`src/rtl/nes_pkg.sv`:
```
// +--------------------------------------------------------------------+
// | nes_pkg: shared types and constants for the 6502 operand fetcher    |
// | Rev 1.0                                                             |
// +--------------------------------------------------------------------+
`default_nettype none

package nes_pkg;

  localparam int ADDR_W = 16;
  localparam logic [7:0] ZP_PAGE = 8'h00;

  typedef enum logic [3:0] {
    AM_IMM  = 4'd0,
    AM_ZP   = 4'd1,
    AM_ZPX  = 4'd2,
    AM_ZPY  = 4'd3,
    AM_ABS  = 4'd4,
    AM_ABSX = 4'd5,
    AM_ABSY = 4'd6,
    AM_INDX = 4'd7,
    AM_INDY = 4'd8,
    AM_IMP  = 4'd9
  } addr_mode_t;

  typedef enum logic [2:0] {
    ST_IDLE    = 3'd0,
    ST_PTR_LO  = 3'd1,
    ST_PTR_HI  = 3'd2,
    ST_PENALTY = 3'd3,
    ST_READ    = 3'd4,
    ST_DONE    = 3'd5
  } opfetch_state_t;

endpackage

`default_nettype wire

```
`src/rtl/operand_fetch_if.sv`:
```
// +--------------------------------------------------------------------+
// | operand_fetch_if: request, memory-read and result signals          |
// | Rev 1.0                                                             |
// +--------------------------------------------------------------------+
`default_nettype none

interface operand_fetch_if #(
  parameter int ADDR_W = 16,
  parameter int DATA_W = 8
);
  logic              start;
  logic [3:0]        mode;
  logic [DATA_W-1:0] op_lo;
  logic [DATA_W-1:0] op_hi;
  logic [DATA_W-1:0] index_x;
  logic [DATA_W-1:0] index_y;
  logic              mem_req;
  logic [ADDR_W-1:0] mem_addr;
  logic              mem_ack;
  logic [DATA_W-1:0] mem_rdata;
  logic              busy;
  logic              done;
  logic [DATA_W-1:0] operand;
  logic [ADDR_W-1:0] eff_addr;
  logic              page_cross;

  // CPU core and memory side together
  modport master (
    output start, mode, op_lo, op_hi, index_x, index_y, mem_ack, mem_rdata,
    input  mem_req, mem_addr, busy, done, operand, eff_addr, page_cross
  );

  modport slave (
    input  start, mode, op_lo, op_hi, index_x, index_y, mem_ack, mem_rdata,
    output mem_req, mem_addr, busy, done, operand, eff_addr, page_cross
  );
endinterface

`default_nettype wire

```
`src/rtl/opfetch_agu.sv`:
```
// +--------------------------------------------------------------------+
// | opfetch_agu: index add with zero-page or 16-bit wrap, page carry   |
// | Rev 1.0                                                             |
// +--------------------------------------------------------------------+
`default_nettype none

module opfetch_agu
  import nes_pkg::*;
#(
  parameter int DATA_W = 8
) (
  input  wire logic [DATA_W-1:0]   i_base_lo,
  input  wire logic [DATA_W-1:0]   i_base_hi,
  input  wire logic [DATA_W-1:0]   i_index,
  input  wire logic                i_zp,
  output logic      [2*DATA_W-1:0] o_addr,
  output logic                     o_carry
);

  logic [DATA_W:0]   w_lo_sum;
  logic [DATA_W-1:0] w_hi_sum;

  assign w_lo_sum = {1'b0, i_base_lo} + {1'b0, i_index};
  assign w_hi_sum = i_base_hi + {{(DATA_W-1){1'b0}}, w_lo_sum[DATA_W]};

  // Zero-page modes discard the carry and stay in page 0
  assign o_addr  = i_zp ? {ZP_PAGE, w_lo_sum[DATA_W-1:0]}
                        : {w_hi_sum, w_lo_sum[DATA_W-1:0]};
  assign o_carry = w_lo_sum[DATA_W];

endmodule

`default_nettype wire

```
`src/rtl/operand_fetch.sv`:
```
// +--------------------------------------------------------------------+
// | operand_fetch: 6502 addressing-mode resolver (FSM + registers).     |
// | OPFETCH_PAGE_PENALTY_EN adds one cycle on page-crossing reads.      |
// | Rev 1.0                                                             |
// +--------------------------------------------------------------------+
`default_nettype none

module operand_fetch #(
  parameter int ADDR_W = 16,
  parameter int DATA_W = 8
) (
  input wire logic          clk,
  input wire logic          reset,
  operand_fetch_if.slave    bus
);
  import nes_pkg::*;

  opfetch_state_t    r_state;
  logic              r_busy;
  logic [3:0]        r_mode;
  logic [DATA_W-1:0] r_op_lo;
  logic [DATA_W-1:0] r_op_hi;
  logic [DATA_W-1:0] r_x;
  logic [DATA_W-1:0] r_y;
  logic [DATA_W-1:0] r_ptr;
  logic [DATA_W-1:0] r_ptr_lo;
  logic [DATA_W-1:0] r_operand;
  logic [ADDR_W-1:0] r_eff_addr;
  logic              r_page_cross;

  logic [DATA_W-1:0] w_base_lo;
  logic [DATA_W-1:0] w_base_hi;
  logic [DATA_W-1:0] w_index;
  logic              w_zp;
  logic [ADDR_W-1:0] w_agu_addr;
  logic              w_agu_carry;
  logic [DATA_W-1:0] w_ptr_next;
  opfetch_state_t    w_read_next;

  // The low pointer byte is in r_ptr_lo; the high one arrives on mem_rdata
  always_comb begin
    w_base_lo = r_op_lo;
    w_base_hi = r_op_hi;
    w_index   = '0;
    w_zp      = 1'b0;
    if (r_state == ST_PTR_HI) begin
      w_base_lo = r_ptr_lo;
      w_base_hi = bus.mem_rdata;
      w_index   = (r_mode == AM_INDY) ? r_y : '0;
    end else begin
      case (r_mode)
        AM_ZP:   w_zp = 1'b1;
        AM_ZPX:  begin w_zp = 1'b1; w_index = r_x; end
        AM_ZPY:  begin w_zp = 1'b1; w_index = r_y; end
        AM_ABSX: w_index = r_x;
        AM_ABSY: w_index = r_y;
        AM_INDX: begin w_zp = 1'b1; w_index = r_x; end
        AM_INDY: w_zp = 1'b1;
        default: ;
      endcase
    end
  end

  opfetch_agu #(
    .DATA_W (DATA_W)
  ) u_agu (
    .i_base_lo (w_base_lo),
    .i_base_hi (w_base_hi),
    .i_index   (w_index),
    .i_zp      (w_zp),
    .o_addr    (w_agu_addr),
    .o_carry   (w_agu_carry)
  );

  assign w_ptr_next = r_ptr + DATA_W'(1);

`ifdef OPFETCH_PAGE_PENALTY_EN
  assign w_read_next = w_agu_carry ? ST_PENALTY : ST_READ;
`else
  assign w_read_next = ST_READ;
`endif

  always_ff @(posedge clk) begin
    if (reset) begin
      r_state      <= ST_IDLE;
      r_busy       <= 1'b0;
      r_mode       <= '0;
      r_op_lo      <= '0;
      r_op_hi      <= '0;
      r_x          <= '0;
      r_y          <= '0;
      r_ptr        <= '0;
      r_ptr_lo     <= '0;
      r_operand    <= '0;
      r_eff_addr   <= '0;
      r_page_cross <= 1'b0;
    end else begin
      case (r_state)
        ST_IDLE: begin
          if (!r_busy) begin
            if (bus.start) begin
              r_busy       <= 1'b1;
              r_mode       <= bus.mode;
              r_op_lo      <= bus.op_lo;
              r_op_hi      <= bus.op_hi;
              r_x          <= bus.index_x;
              r_y          <= bus.index_y;
              r_operand    <= '0;
              r_eff_addr   <= '0;
              r_page_cross <= 1'b0;
            end
          end else begin
            // Decode cycle: latched operands are stable here
            case (r_mode)
              AM_IMM: begin
                r_operand <= r_op_lo;
                r_state   <= ST_DONE;
              end
              AM_ZP, AM_ZPX, AM_ZPY, AM_ABS: begin
                r_eff_addr <= w_agu_addr;
                r_state    <= ST_READ;
              end
              AM_ABSX, AM_ABSY: begin
                r_eff_addr   <= w_agu_addr;
                r_page_cross <= w_agu_carry;
                r_state      <= w_read_next;
              end
              AM_INDX, AM_INDY: begin
                r_ptr   <= w_agu_addr[DATA_W-1:0];
                r_state <= ST_PTR_LO;
              end
              default: r_state <= ST_DONE;
            endcase
          end
        end
        ST_PTR_LO: begin
          if (bus.mem_ack) begin
            r_ptr_lo <= bus.mem_rdata;
            r_state  <= ST_PTR_HI;
          end
        end
        ST_PTR_HI: begin
          if (bus.mem_ack) begin
            r_eff_addr   <= w_agu_addr;
            r_page_cross <= (r_mode == AM_INDY) && w_agu_carry;
            r_state      <= w_read_next;
          end
        end
        ST_PENALTY: r_state <= ST_READ;
        ST_READ: begin
          if (bus.mem_ack) begin
            r_operand <= bus.mem_rdata;
            r_state   <= ST_DONE;
          end
        end
        ST_DONE: begin
          r_busy  <= 1'b0;
          r_state <= ST_IDLE;
        end
        default: r_state <= ST_IDLE;
      endcase
    end
  end

  always_comb begin
    bus.mem_addr = '0;
    case (r_state)
      ST_PTR_LO: bus.mem_addr = {ZP_PAGE, r_ptr};
      ST_PTR_HI: bus.mem_addr = {ZP_PAGE, w_ptr_next};
      ST_READ:   bus.mem_addr = r_eff_addr;
      default:   bus.mem_addr = '0;
    endcase
  end

  assign bus.mem_req    = (r_state == ST_PTR_LO) || (r_state == ST_PTR_HI) ||
                          (r_state == ST_READ);
  assign bus.busy       = r_busy;
  assign bus.done       = (r_state == ST_DONE);
  assign bus.operand    = r_operand;
  assign bus.eff_addr   = r_eff_addr;
  assign bus.page_cross = r_page_cross;

endmodule

`default_nettype wire

```
`src/flat_wrapper.sv`:
```
// flat-port wrapper written by rule: the top's interface ports become plain ports
module operand_fetch_flat import nes_pkg::*;
#(
  parameter int ADDR_W = 16,
  parameter int DATA_W = 8
)
  (clk, reset, bus_start, bus_mode, bus_op_lo, bus_op_hi, bus_index_x, bus_index_y, bus_mem_ack, bus_mem_rdata, bus_mem_req, bus_mem_addr, bus_busy, bus_done, bus_operand, bus_eff_addr, bus_page_cross);
  operand_fetch_if #(.ADDR_W(ADDR_W), .DATA_W(DATA_W)) bus_i ();
  input wire logic clk;
  input wire logic reset;
  input wire logic [$bits(bus_i.start)-1:0] bus_start;
  input wire logic [$bits(bus_i.mode)-1:0] bus_mode;
  input wire logic [$bits(bus_i.op_lo)-1:0] bus_op_lo;
  input wire logic [$bits(bus_i.op_hi)-1:0] bus_op_hi;
  input wire logic [$bits(bus_i.index_x)-1:0] bus_index_x;
  input wire logic [$bits(bus_i.index_y)-1:0] bus_index_y;
  input wire logic [$bits(bus_i.mem_ack)-1:0] bus_mem_ack;
  input wire logic [$bits(bus_i.mem_rdata)-1:0] bus_mem_rdata;
  output wire logic [$bits(bus_i.mem_req)-1:0] bus_mem_req;
  output wire logic [$bits(bus_i.mem_addr)-1:0] bus_mem_addr;
  output wire logic [$bits(bus_i.busy)-1:0] bus_busy;
  output wire logic [$bits(bus_i.done)-1:0] bus_done;
  output wire logic [$bits(bus_i.operand)-1:0] bus_operand;
  output wire logic [$bits(bus_i.eff_addr)-1:0] bus_eff_addr;
  output wire logic [$bits(bus_i.page_cross)-1:0] bus_page_cross;
  assign bus_i.start = bus_start;
  assign bus_i.mode = bus_mode;
  assign bus_i.op_lo = bus_op_lo;
  assign bus_i.op_hi = bus_op_hi;
  assign bus_i.index_x = bus_index_x;
  assign bus_i.index_y = bus_index_y;
  assign bus_i.mem_ack = bus_mem_ack;
  assign bus_i.mem_rdata = bus_mem_rdata;
  assign bus_mem_req = bus_i.mem_req;
  assign bus_mem_addr = bus_i.mem_addr;
  assign bus_busy = bus_i.busy;
  assign bus_done = bus_i.done;
  assign bus_operand = bus_i.operand;
  assign bus_eff_addr = bus_i.eff_addr;
  assign bus_page_cross = bus_i.page_cross;
  operand_fetch #(.ADDR_W(ADDR_W), .DATA_W(DATA_W)) u_core (.clk(clk), .reset(reset), .bus(bus_i));
endmodule
```
`config.mk`:
```
export PLATFORM = sky130hd
export DESIGN_NAME = operand_fetch_flat
export DESIGN_NICKNAME = d
export VERILOG_FILES = /design/src/rtl/nes_pkg.sv /design/src/rtl/operand_fetch_if.sv /design/src/rtl/opfetch_agu.sv /design/src/rtl/operand_fetch.sv /design/src/flat_wrapper.sv
export SDC_FILE = /design/constraint.sdc
export NUM_CORES = 1
export LEC_CHECK = 0
export CORE_AREA = 5 5 100 102
export CTS_CLUSTER_DIAMETER = 100
export DETAILED_ROUTE_END_ITERATION = 10
export DIE_AREA = 0 0 105 107
export DONT_BUFFER_PORTS = 1
export PLACE_DENSITY = 0.64
export SYNTH_ARGS = -nofsm -noshare
export SYNTH_HDL_FRONTEND = slang
export SYNTH_SLANG_ARGS = --single-unit
```
`constraint.sdc`:
```
create_clock -name clk -period 8.3 [get_ports clk]
set_input_delay 0.415 -clock clk [delete_from_list [all_inputs] [get_ports clk]]
set_output_delay 0.415 -clock clk [all_outputs]
set_load 0.01 [all_outputs]
```
=== Word level (Yosys, flattened, before mapping) ===
Index checks and enable logic that the tools add are counted.

* Latch bits: 0
* Bits in registers: 81
* Memories kept: 0
* Word-level logic and storage cells: 91
* Bits in read-only memories: 0
* Output and inout port bits: 44
* Bits in writable memories: 0
* Input bits: 48

* $add $sub $neg: 3
* Equality and inequality tests: 21
* Shift-type cells: 0
* Reductions and logical operators: 21
* $lt $le $gt $ge: 0
* Divide/modulo/power cells: 0
* Muxes and demuxes: 33
* Multipliers: 0
* Bitwise gates (word level): 1

{| class="wikitable"
|+ Operators by type and width
! cell !! count
|-
| two-way mux 16 bit || 5
|-
| two-way mux 8 bit || 8
|-
| case mux 16 bit (3 select lines) || 1
|-
| case mux 16 bit (2 select lines) || 1
|-
| case mux 8 bit (2 select lines) || 2
|-
| == test 4 x 3 -> 1 bit, second input constant || 4
|-
| AND reduction 4 bit || 4
|-
| case mux 3 bit (5 select lines) || 1
|-
| two-way mux 3 bit || 4
|-
| adder 8 x 8 -> 9 bit || 1
|-
| != test 3 bit, second input constant || 3
|-
| adder 8 x 1 -> 8 bit || 1
|-
| adder 8 x 1 -> 8 bit, second input constant || 1
|-
| == test 4 x 2 -> 1 bit, second input constant || 2
|-
| two-way mux 1 bit || 8
|-
| == test 3 x 2 -> 1 bit, second input constant || 2
|-
| == test 3 bit, second input constant || 2
|-
| != test 2 bit, second input constant || 3
|-
| case mux 3 bit (2 select lines) || 1
|-
| AND reduction 3 bit || 2
|-
| nonzero test 2 bit || 3
|-
| OR reduction 2 bit || 3
|-
| OR reduction 6 bit || 1
|-
| OR reduction 5 bit || 1
|-
| other kinds (13) || 15
|}

=== Longest topological paths before layout ===
Gate-level depths: netlist (run 1).

* Depth after elaboration: 10
* Mapped depth: 21
* Mapped depth without buffers: 18

=== Hierarchy ===
A second synthesis (run 1) with hierarchy kept.

* Cell total of the unflattened synthesis: 578
* Area total of the unflattened synthesis: 4,449.3 µm²

{| class="wikitable"
|+ Modules (own cells, without submodules)
! module !! times used !! area an instance (µm²) !! cells each
|-
| operand_fetch || 1 || 3,973.8 || 513
|-
| opfetch_agu || 1 || 475.5 || 65
|}

=== Least setup slack after synthesis (run 1) ===
Ideal clock, no wire load.

* Path type: reg-to-reg
* Start: reg u_core.r_state[2]
* End: reg u_core.r_eff_addr[12] (netlist: u_core.bus.eff_addr[12])
* Data arrival time: 3,850 ps
* Path slack: 4,327 ps
* Period minus slack after synthesis: 3,973 ps
* Stages on the path, launching flop included: 21
* Cells stage by stage: dfxtp_1 > clkbuf_2 > nor2b_1 > buf_2 > nor2b_1 > buf_2 > o31ai_2 > a22o_1 > ha_1 > inv_1 > fa_1 > nand2b_1 > a21oi_1 > nor2_1 > o21ai_0 > ha_1 > ha_1 > nand3_1 > xnor2_1 > a221oi_1 > nor2_1

* Word-level cells in the longest chain between the ends: 8
* Elaborated cells on any way between the ends: 18
* Classes of those cells: add/sub (2); eq/ne (4); mux (9); reduce/logical (3)

{| class="wikitable"
|+ Ends and longest elaborated chain
! element !! line !! RTL
|-
| start: declaration || operand_fetch.sv:18 || <nowiki>opfetch_state_t r_state;</nowiki>
|-
| start signal: assignment || operand_fetch.sv:126 || <nowiki>r_state <= w_read_next;</nowiki>
|-
| start signal: assignment || operand_fetch.sv:146 || <nowiki>r_state <= w_read_next;</nowiki>
|-
| == test 3 x 2 -> 1 bit || operand_fetch.sv:46, operand_fetch.sv:98 ||
|-
| two-way mux 8 bit || operand_fetch.sv:46 || <nowiki>if (r_state == ST_PTR_HI) begin</nowiki>
|-
| adder 8 x 8 -> 9 bit || opfetch_agu.sv:23 || <nowiki>assign w_lo_sum = {1'b0, i_base_lo} + {1'b0, i_index};</nowiki>
|-
| adder 8 x 1 -> 8 bit || opfetch_agu.sv:24 || <nowiki>assign w_hi_sum = i_base_hi + {{(DATA_W-1){1'b0}}, w_lo_sum[DATA_W]};</nowiki>
|-
| two-way mux 16 bit || opfetch_agu.sv:27 || <nowiki>assign o_addr = i_zp ? {ZP_PAGE, w_lo_sum[DATA_W-1:0]}</nowiki>
|-
| two-way mux 16 bit || operand_fetch.sv:114 || <nowiki>case (r_mode)</nowiki>
|-
| two-way mux 16 bit || operand_fetch.sv:100 || <nowiki>if (!r_busy) begin</nowiki>
|-
| case mux 16 bit (2 select lines) || operand_fetch.sv:98 || <nowiki>case (r_state)</nowiki>
|-
| end signal: assignment || operand_fetch.sv:120 || <nowiki>r_eff_addr <= w_agu_addr;</nowiki>
|-
| end signal: assignment || operand_fetch.sv:124 || <nowiki>r_eff_addr <= w_agu_addr;</nowiki>
|-
| end signal: assignment || operand_fetch.sv:144 || <nowiki>r_eff_addr <= w_agu_addr;</nowiki>
|-
| end: declaration || operand_fetch.sv:28 || <nowiki>logic [ADDR_W-1:0] r_eff_addr;</nowiki>
|}

Several ways; a longest one is shown, not always the timed one. The select of a mux whose other input is x is not followed.
A chain may end at the register's enable or synchronous reset.

=== Worst setup path in the final report (run 1) ===
* Start: reg u_core.r_state[1]
* End: reg u_core.r_eff_addr[14] (netlist: u_core.bus.eff_addr[14])

Same word-level chain as after synthesis.

==> results of run 1 <==
layout by cell type (no fill, tap or decap), types with 6 or more instances in the layout:
master and n:
a311oi_1 6, a21oi_1 68, a22oi_1 11, nor2_1 28, xor2_1 6, clkbuf_8 10, a22o_1 8, mux2i_1 7
inv_1 6, nand3_1 30, dfxtp_1 81, and3_1 18, xnor2_1 17, o21ai_0 21, ha_1 11, nand2_1 156
routing by layer:
metal | up-vias | routed length [um] | track usage [%]
met5 | - | 0 | 0
met3 | 9 | 881 | 4.214
met1 | 1843 | 5694 | 30.73
li1 | 1971 | - | -
met4 | 0 | 126 | 6.210
met2 | 149 | 5158 | 30.94
per-stage QoR:
stage | instances | hold slack, ns
after global placement | 655 | 0.4367
after CTS | 671 | 0.1160
after detailed placement | 655 | 0.4405
after global routing | 671 | 0.1027
after floorplan | 579 | 0.4357
final | 671 | 0.1343
worst max-delay path: stages (launching register included):
cell and delay [ns]:
dfxtp_1 0.67, nor2b_1 0.62, nor2b_1 0.21, buf_4 0.26, nand2_1 0.13, o31ai_2 0.20, a22o_1 0.24, ha_1 0.17
inv_1 0.06, fa_1 0.39, nand2b_1 0.18, a21oi_1 0.21, nor2_1 0.06, o21ai_0 0.32, ha_1 0.33, ha_1 0.30
nand3_1 0.13, xnor2_1 0.14, a221oi_1 0.29, nor2_1 0.08
cells by family after synthesis:
family          after synthesis
simple gates                265
compound gates              145
flops                        81
buf+inv                      46
xor+xnor                     23
fa+ha+maj                    12
mux                           7
flip-flops by register name, indices dropped and copies added, names as in the netlist, 3 cells and up:
signal and count:
u_core.r_x 8, u_core.bus.operand 8, u_core.r_state 3, u_core.r_ptr_lo 8, u_core.r_ptr 8, u_core.r_op_lo 8
u_core.r_mode 4, u_core.r_op_hi 8, u_core.r_y 8, u_core.bus.eff_addr 16
how the worst max path moves through the flow:
stage	startpoint	cells after the start	to	slack (ns)
6_report	u_core.r_state[1]	19	u_core.bus.eff_addr[14]	3.20
5_1_grt	u_core.r_state[1]	19	u_core.bus.eff_addr[12]	2.81
4_1_cts	u_core.r_state[1]	19	u_core.bus.eff_addr[12]	3.26
3_5_place_dp	u_core.r_state[1]	19	u_core.bus.eff_addr[12]	3.29
3_3_place_gp	u_core.r_state[1]	19	u_core.bus.eff_addr[12]	3.46
2_1_floorplan	u_core.r_state[2]	20	u_core.bus.eff_addr[12]	4.33
layout make-up:
| cell class | count | area (um^2) | share of cell area [%] |
|---|---|---|---|
| Clock buffer | 12 | 145.1 | 3.189 |
| Sequential cell | 81 | 1622 | 35.63 |
| Tap cell | 111 | 138.9 | 3.052 |
| Clock inverter | 4 | 28.78 | 0.6324 |
| Inverter | 7 | 26.28 | 0.5774 |
| Timing Repair Buffer | 4 | 30.03 | 0.6599 |
| Multi-Input combinational cell | 452 | 2560 | 56.26 |
synth_stat cells, types with 2 or more instances:
master,n
and3_1,18
a221oi_1,3
and2_1,2
xor2_1,6
o21ai_0,21
a22o_1,8
a31o_2,3
o21a_1,2
nor3_1,4
a311oi_2,2
a22oi_1,11
nor4_1,2
nand3_1,30
a21o_1,4
o31a_1,2
nor3b_1,4
nor2b_1,4
nor2_1,28
mux2i_1,7
a32o_1,2
nor4b_1,2
o21bai_1,2
inv_1,6
a211oi_1,2
ha_1,11
nand2b_1,4
nand2_1,156
or4_1,2
buf_4,4
dfxtp_1,81
buf_2,6
xnor2_1,17
o211ai_1,3
buf_6,3
a311oi_1,6
clkbuf_1,24
a21oi_1,68
nor3_2,2
power breakdown:
| group | internal, W | total (W) | switching, W |
|---|---|---|---|
| sequential | 0.000464 | 0.000584 | 0.000120 |
| combinational | 0.000157 | 0.000470 | 0.000313 |
| clock | 0.000117 | 0.000259 | 0.000142 |
| total | 0.000738 | 0.00131 | 0.000574 |
==> flow_summary.json, run 1 <==
{
  "drt.antenna.violating_nets": 0,
  "cts_max_level": 3,
  "power.ir.vdd_worst_v": 0.0001307,
  "drt_drc_violations_left": 0,
  "clk_latency_ns": 0.35,
  "totalWireLength_um": 11860,
  "timing_worst_slew_pin_value_ns": 0.9253,
  "final_layout_size_suffix_gt1_share_pct": 5.357,
  "min_path_cells": 1,
  "place.gp.congestion": 0.8907,
  "timing.final.max_slew_violations": 0,
  "p_leak_nw": 1.702,
  "cts_root_buffer": "clkbuf_8",
  "synth.area.top_cells": "dfxtp_1 (37%), nand2_1 (13%), a21oi_1 (7.7%)",
  "post-cts-setup-buffer-count": 0,
  "synth.top_cell.area_share_pct": 36.92,
  "crit-reg2reg-capture": "u_core.bus.eff_addr[14]",
  "critical_path.max_fanout": 17,
  "regToRegSetupSlack_ns": 3.20,
  "hpwl_um": 8656,
  "max_clock_freq_ghz": 0.1960,
  "drt_iter0_drcs": 316,
  "ios": 92,
  "timing.hold.worst.start": "reset",
  "max_capacitance_violation_count": 0,
  "grt_setup_unrepaired": "false",
  "final_area_um2": 4551,
  "synth_nets": 639,
  "yosysUniqueCellTypes": 55,
  "dominantRegCellSynth": "dfxtp_1",
  "detailedRoute.firstPassIterationCount": 5,
  "yosysTopAreaCell": "dfxtp_1",
  "cts_hold_buffers": 0,
  "tritoncts_num_sinks": 81,
  "die-height_um": 107,
  "fillers": 914,
  "fin_setup_tns_ns": 0,
  "worst_r2r_startpoint": "u_core.r_state[1]",
  "grt_first_pass_wirelength_um": 19110,
  "detailedPlace.worstSlack_ns": 3.289,
  "finalCoreUtilization_pct": 50.44,
  "setup_viol": 0,
  "core-area_um2": 9021,
  "timing.reg2reg.worst_path_depth": 19,
  "core.rowCount": 35,
  "overflow": 0,
  "num_vias": 3972,
  "dpl-instance-area_um2": 4377,
  "antenna_violations_before_repair": 0,
  "setup.worst_path.start_class": "register",
  "synth-seq-area-share_pct": 36.92,
  "tritoncts": "yes",
  "n_antenna_cell": 0,
  "routed_wire_length_per_instance_um": 17.68,
  "hold_violations": 0,
  "powerDensity_nw_per_um2": 288.4,
  "nNetsFinal": 615,
  "die-area_um2": 11240,
  "synthSimpleGateAreaFrac_pct": 27.29,
  "grt_start_max_net_pins": 77,
  "ys_async_sr_fraction_pct": 0,
  "synth-warning-count": 0,
  "worst_path_arrival_ns": 5.35,
  "layout_skew_ns": 0.01066,
  "die_width_um": 105,
  "hold_end": "u_core.r_ptr[4]",
  "cts.path.max_buffers": 2,
  "synth-xor-area-share_pct": 4.587,
  "count_of_flip_flops_with_a_built_in_enable_after_synthesis": 0,
  "routed_via_density": 5.920,
  "slew_headroom_pct": 37.84,
  "syn-cell-area_um2": 4392,
  "ys_ff_latch": 81,
  "post_cts_resize_count": 0,
  "finalCriticalPeriod_ns": 5.103,
  "critical_path_required_ns": 8.54,
  "run_status": "completed",
  "min_period_over_period_pct": 61.48,
  "synth-compound-area-share_pct": 21.03,
  "synth_top_family_by_area": "simple AND/OR/NAND/NOR gates",
  "post_synth_fa_ha_maj_area_fraction_pct": 3.590,
  "groute.usage.overall_pct": 20.98,
  "clk_pin_slew_ns": 0.09,
  "floorplan.initialDensity_pct": 48.68,
  "port_buffers": 0,
  "grt_pass1_vias": 3590,
  "postSynthAreaPerCell_um2": 7.585,
  "cts-buffers-inserted": 9,
  "synth_mux_area_share_pct": 1.595,
  "post-route-worst-setup-slack_ns": 3.197,
  "setup.worst_path.end_class": "register",
  "finalPower_w": 0.001312,
  "layout-area-overhead-vs-synth_pct": 3.618,
  "worst_hold_path_type": "in -> reg",
  "critical_path_class": "reg -> reg",
  "synthCells": 579
}
Power figures use the tool's default switching activity.
==> inputs of run 2 (changes only) <==
==> constraint.sdc (replaced) <==
create_clock -name clk -period 4.7 [get_ports clk]
set_input_delay 0.235 -clock clk [delete_from_list [all_inputs] [get_ports clk]]
set_output_delay 0.235 -clock clk [all_outputs]
set_load 0.01 [all_outputs]
==> flow_summary.json, run 2 (synthesis results as in run 1) <==
{
  "fin_hold_ws_ns": 0.01930,
  "fillers": 928,
  "cts-buffers-inserted": 9,
  "critical_path_class": "reg -> reg",
  "timing.hold.worst.start": "bus_op_hi[3]",
  "powerDensity_nw_per_um2": 524.9,
  "worst_hold_path_type": "in -> reg",
  "cts.path.max_buffers": 2,
  "setup_viol": 0,
  "groute.usage.overall_pct": 21.91,
  "p_leak_nw": 1.775,
  "overflow": 0,
  "tritoncts_num_sinks": 81,
  "floorplan.initialDensity_pct": 48.68,
  "layout_skew_ns": 0.01141,
  "die_width_um": 105,
  "clk_pin_slew_ns": 0.09,
  "totalWireLength_um": 12280,
  "routed_wire_length_per_instance_um": 18.12,
  "setup.worst_path.end_class": "register",
  "min_path_cells": 2,
  "hold_end": "u_core.r_op_hi[3]",
  "cts_max_level": 3,
  "num_vias": 4021,
  "dpl-instance-area_um2": 4429,
  "timing.reg2reg.worst_path_depth": 19,
  "grt_first_pass_wirelength_um": 20020,
  "port_buffers": 0,
  "slew_headroom_pct": 38.86,
  "fin_setup_tns_ns": 0,
  "cts_root_buffer": "clkbuf_8",
  "final_area_um2": 4681,
  "die-area_um2": 11240,
  "timing.final.max_slew_violations": 0,
  "die-height_um": 107,
  "tritoncts": "yes",
  "min_period_over_period_pct": 93.24,
  "hpwl_um": 8891,
  "n_antenna_cell": 0,
  "timing_worst_slew_pin_value_ns": 0.9102,
  "crit-reg2reg-capture": "u_core.bus.eff_addr[12]",
  "regToRegSetupSlack_ns": 0.32,
  "place.gp.congestion": 0.8951,
  "run_status": "completed",
  "hold_violations": 0,
  "mostFrequentLayoutCells": "nand2_1 (156), dfxtp_1 (81), a21oi_1 (68)",
  "finalPower_w": 0.002457,
  "setup.worst_path.start_class": "register",
  "drt_drc_violations_left": 0,
  "layout_commonest_cell": "nand2_1",
  "antenna_violations_before_repair": 0,
  "critical_path.max_fanout": 9,
  "largest_register_ff_count": 16,
  "drt.antenna.violating_nets": 0,
  "final_layout_size_suffix_gt1_share_pct": 6.878,
  "grt_pass1_vias": 3772,
  "worst_path_arrival_ns": 4.62,
  "layout-area-overhead-vs-synth_pct": 6.581,
  "max_capacitance_violation_count": 0,
  "clk_latency_ns": 0.34,
  "grt_setup_unrepaired": "false",
  "ios": 92,
  "detailedRoute.firstPassIterationCount": 5,
  "routed_via_density": 5.931,
  "drt_iter0_drcs": 395,
  "max_clock_freq_ghz": 0.2282,
  "core-area_um2": 9021,
  "critical_path_required_ns": 4.94,
  "core.rowCount": 35,
  "finalCriticalPeriod_ns": 4.382,
  "worst_r2r_startpoint": "u_core.r_state[1]",
  "post-cts-setup-buffer-count": 0,
  "grt_start_max_net_pins": 71,
  "critical_path_source": "u_core.r_state[1]",
  "nNetsFinal": 623,
  "power.ir.vdd_worst_v": 0.0002752
}
-- run 2: cell types whose count changed in the layout (fill, tap and decap cells not counted) --
cell | before | now
o31ai_4 | 0 | 1
clkinvlp_4 | 2 | 1
clkbuf_8 | 10 | 9
nor4b_2 | 0 | 1
clkbuf_1 | 2 | 1
nor4b_1 | 2 | 1
bufinv_16 | 0 | 2
o31ai_2 | 1 | 0
buf_16 | 0 | 1
buf_4 | 4 | 11
-- run 2: area by class of cell --
cell class / instances / area (um^2) / area share, %
clock buffers: 10 / 127.6 / 2.727
flip-flops and latches: 81 / 1622 / 34.64
multi-input cells: 452 / 2575 / 55.01
inverters: 7 / 26.28 / 0.5613
clock inverters: 5 / 81.33 / 1.738
repair buffers: 12 / 110.1 / 2.352
well taps: 111 / 138.9 / 2.967
-- run 2: report_power, final --
part           total, W  internal [W]  switching (W)
logic          0.000947      0.000302       0.000645
registers      0.000963      0.000820       0.000143
clock network  0.000547      0.000297       0.000250
-- run 2: per-stage QoR --
stage | instances | utilization, % | setup slack [ns]
2_1_floorplan | 579 | - | 0.7268
3_3_place_gp | 662 | 49.10 | 0.5469
3_5_place_dp | 662 | 49.10 | 0.2652
4_1_cts | 678 | 51.72 | 0.2413
5_1_grt | 678 | 51.89 | 0.06529
6_report | 678 | 51.89 | 0.3176
-- run 2: worst max-delay path by stage --
stage,endpoint,slack (ns)
floorplan,u_core.bus.eff_addr[12],0.73
global placement,u_core.bus.eff_addr[12],0.55
detailed placement,u_core.bus.eff_addr[14],0.27
CTS,u_core.bus.eff_addr[14],0.24
global route,u_core.bus.eff_addr[14],0.07
finish,u_core.bus.eff_addr[12],0.32
-- run 2: what timing repair did --
action / in CTS / in global routing
resized for setup: 0 / 2
endpoints found under the setup margin: 0 / 2
hold buffers: 1 / 0
endpoints found under the hold margin: 70 / 0
-- run 2: per-layer routing --
layer	routed length [um]	GRT usage, %	up-vias
li1	-	-	1988
met1	5925	32.11	1863
met2	5235	32.46	157
met3	970	5.117	13
met4	153	5.023	0
met5	0	0	-
-- run 2: worst max-delay path: stages (launching register included) --
cell	delay [ns]
dfxtp_1	0.33
nor2b_1	0.17
nor2b_1	0.36
buf_4	0.20
nand2_1	0.11
o31ai_4	0.14
a22o_1	0.22
ha_1	0.16
inv_1	0.05
fa_1	0.40
nand2b_1	0.18
a21oi_1	0.23
nor2_1	0.06
o21ai_0	0.35
ha_1	0.34
ha_1	0.30
nand3_1	0.12
xnor2_1	0.15
a221oi_1	0.31
nor2_1	0.08
==> inputs of run 3 (changes only) <==
--- a/config.mk
+++ b/config.mk
@@ -5,12 +5,14 @@
 export SDC_FILE = /design/constraint.sdc
 export NUM_CORES = 1
 export LEC_CHECK = 0
+export ABC_AREA = 1
 export CORE_AREA = 5 5 100 102
+export CTS_BUF_LIST = sky130_fd_sc_hd__clkbuf_2 sky130_fd_sc_hd__clkbuf_4 sky130_fd_sc_hd__clkbuf_8
 export CTS_CLUSTER_DIAMETER = 100
 export DETAILED_ROUTE_END_ITERATION = 10
 export DIE_AREA = 0 0 105 107
 export DONT_BUFFER_PORTS = 1
-export PLACE_DENSITY = 0.64
+export PLACE_DENSITY = 0.63
 export SYNTH_ARGS = -nofsm -noshare
 export SYNTH_HDL_FRONTEND = slang
 export SYNTH_SLANG_ARGS = --single-unit
==> flow_summary.json, run 3 <==
{
  "run_status": "completed",
  "synth.area.top_cells": "dfxtp_1 (37%), nand2_1 (11%), o21ai_0 (8.5%)",
  "hpwl_um": 8645,
  "ys_ff_latch": 81,
  "post-cts-setup-buffer-count": 0,
  "worst_hold_path_type": "in -> reg",
  "cts_root_buffer": "clkbuf_8",
  "p_leak_nw": 2.022,
  "critical_path.cell_chain": "inv_2, nand3_4, inv_1, or2_2, o21ai_0, fa_1, inv_1, nand4_1, nand3_1, nand3_1, nand2_1, ha_1, ha_1, nand3_1, nor2_1, nand2_1, nand2_1, nand3_1, a21oi_1",
  "cts_max_level": 3,
  "critical_path_required_ns": 5.00,
  "slowest_stage_cell_crit_path": "fa_1",
  "floorplan.initialDensity_pct": 48.04,
  "groute.usage.overall_pct": 20.66,
  "place.gp.congestion": 0.8782,
  "slew_headroom_pct": 37.30,
  "timing.critical_path.slowest_cell_delay_ns": 0.49,
  "cp_num_buf_inv": 3,
  "ys_async_sr_fraction_pct": 0,
  "final_layout_size_suffix_gt1_share_pct": 7.287,
  "routed_via_density": 5.429,
  "synth-warning-count": 0,
  "setup.worst_path.end_class": "register",
  "critical_path_class": "reg -> reg",
  "die-area_um2": 11240,
  "count_of_flip_flops_with_a_built_in_enable_after_synthesis": 0,
  "antenna_violations_before_repair": 0,
  "finalCoreUtilization_pct": 50.42,
  "overflow": 0,
  "critical_path.max_fanout": 32,
  "yosysTopAreaCell": "dfxtp_1",
  "grt_start_max_net_pins": 42,
  "clk_latency_ns": 0.37,
  "postSynthAreaPerCell_um2": 6.647,
  "worst_path_arrival_ns": 3.86,
  "tritoncts_num_sinks": 81,
  "clk_pin_slew_ns": 0.09,
  "hold_violations": 0,
  "drt.antenna.violating_nets": 0,
  "die_width_um": 105,
  "totalWireLength_um": 11520,
  "max_capacitance_violation_count": 0,
  "place.detailed.instances": 739,
  "tritoncts": "yes",
  "power.ir.vdd_worst_v": 0.0003163,
  "fillers": 933,
  "detailedRoute.firstPassIterationCount": 5,
  "mostFrequentLayoutCells": "nand2_1 (129), nor2_1 (98), dfxtp_1 (81)",
  "dominantRegCellSynth": "dfxtp_1",
  "grt_pass1_vias": 3811,
  "grt_first_pass_wirelength_um": 18900,
  "timing.final.max_slew_violations": 0,
  "largest_register_ff_count": 16,
  "layout-area-overhead-vs-synth_pct": 4.936,
  "critical_path.top_delay_family": "simple AND/OR/NAND/NOR gates",
  "core-area_um2": 9021,
  "max_clock_freq_ghz": 0.2806,
  "crit_top_cell": "nand3_1",
  "min_period_over_period_pct": 75.81,
  "layout_skew_ns": 0.01580,
  "cts-buffers-inserted": 9,
  "ios": 92,
  "setup_viol": 0,
  "die-height_um": 107,
  "drt_drc_violations_left": 0,
  "synth.top_cells.by_count": "nand2_1 (129), nor2_1 (98), dfxtp_1 (81)",
  "yosysUniqueCellTypes": 37,
  "grt_setup_unrepaired": "false",
  "finalCriticalPeriod_ns": 3.563,
  "nNetsFinal": 700,
  "min_path_cells": 2,
  "routed_wire_length_per_instance_um": 15.24,
  "layout_commonest_cell": "nand2_1",
  "worst_r2r_startpoint": "u_core.r_state[2]",
  "timing_worst_slew_pin_value_ns": 0.9383,
  "timing.hold.worst.start": "bus_mem_rdata[4]",
  "synth-seq-area-share_pct": 37.41,
  "core.rowCount": 35,
  "regToRegSetupSlack_ns": 1.14,
  "layout.cells.non_filler": 756,
  "synth_nets": 712,
  "synth.top_cell.area_share_pct": 37.41,
  "powerDensity_nw_per_um2": 539.0,
  "timing.reg2reg.worst_path_depth": 19,
  "synthCells": 652,
  "setup.worst_path.start_class": "register",
  "synth_most_common_cell": "nand2_1",
  "cts.path.max_buffers": 2,
  "hold_end": "u_core.r_ptr_lo[4]",
  "drt_iter0_drcs": 266,
  "fin_setup_tns_ns": 0,
  "crit-reg2reg-capture": "u_core.bus.eff_addr[14]",
  "num_vias": 4104,
  "port_buffers": 0,
  "syn-cell-area_um2": 4334,
  "n_antenna_cell": 0
}
run 3: cell type report:
| class | count | area, um^2 | area share [%] |
|---|---|---|---|
| Inverter | 78 | 292.8 | 6.437 |
| Timing Repair Buffer | 4 | 32.53 | 0.7153 |
| Sequential cell | 81 | 1622 | 35.65 |
| Tap cell | 111 | 138.9 | 3.054 |
| Multi-Input combinational cell | 466 | 2281 | 50.15 |
| Clock inverter | 4 | 28.78 | 0.6327 |
| Clock buffer | 12 | 152.6 | 3.356 |
run 3: logic make-up (layout without fill, tap and decap cells):
| logic type | Yosys count | count (layout) | share of synthesized area, % |
|---|---|---|---|
| AND/OR/NAND/NOR | 307 | 307 | 30.57 |
| buffers and inverters | 105 | 98 | 9.960 |
| adder cells (fa/ha/maj) | 12 | 12 | 3.637 |
| AO/OA/AOI/OAI | 144 | 144 | 17.81 |
| XOR/XNOR | 3 | 3 | 0.6063 |
| flip-flops | 81 | 81 | 37.41 |
run 3: repair_timing:
item,4_1_cts,5_1_grt
endpoints found under the setup margin,0,0
hold buffers,1,0
gates resized for setup,0,0
endpoints found under the hold margin,21,0
run 3: where the power goes:
part	switching, W	leakage, nW	internal (W)
Clock	0.000260	0.0894	0.000218
Sequential	0.000159	0.663	0.000858
Combinational	0.000681	1.27	0.000275
Total	0.00110	2.02	0.00135
run 3: through the flow:
step                power [W]  area [um^2]  setup WS (ns)  hold slack, ns
floorplan            0.001767         4334          1.655          0.3135
global placement     0.001959         4357          1.271          0.3079
detailed placement   0.001980         4357          1.145          0.3092
CTS                  0.002460         4548          1.126        0.007992
global route         0.002655         4548         0.6493        0.003481
finish               0.002451         4548          1.137         0.01144
run 3: worst max-delay path by stage:
| stage | startpoint | endpoint | slack (ns) | cells past startpoint |
|---|---|---|---|---|
| after floorplan | u_core.r_state[0] | u_core.bus.eff_addr[14] | 1.65 | 23 |
| after global placement | u_core.r_state[2] | u_core.bus.eff_addr[14] | 1.27 | 23 |
| after detailed placement | u_core.r_state[2] | u_core.bus.eff_addr[14] | 1.15 | 23 |
| after CTS | u_core.r_state[2] | u_core.bus.eff_addr[14] | 1.13 | 23 |
| after global routing | u_core.r_state[2] | u_core.bus.eff_addr[14] | 0.65 | 23 |
| final | u_core.r_state[2] | u_core.bus.eff_addr[14] | 1.14 | 19 |
run 3: worst register-to-register path: cells and delay by family, from the launching register on:
| kind | cells | cell delay (ns) |
|---|---|---|
| adder cells (fa/ha/maj) | 3 | 0.84 |
| AND/OR/NAND/NOR | 11 | 1.39 |
| flip-flops | 1 | 0.33 |
| buffers and inverters | 3 | 0.67 |
| AO/OA/AOI/OAI | 2 | 0.26 |
run 3: routing by layer:
layer / routed length, um / GRT usage, %
met1: 5542 / 28.75
met2: 4822 / 31.07
met3: 976 / 5.960
met5: 0 / 0
met4: 182 / 5.936
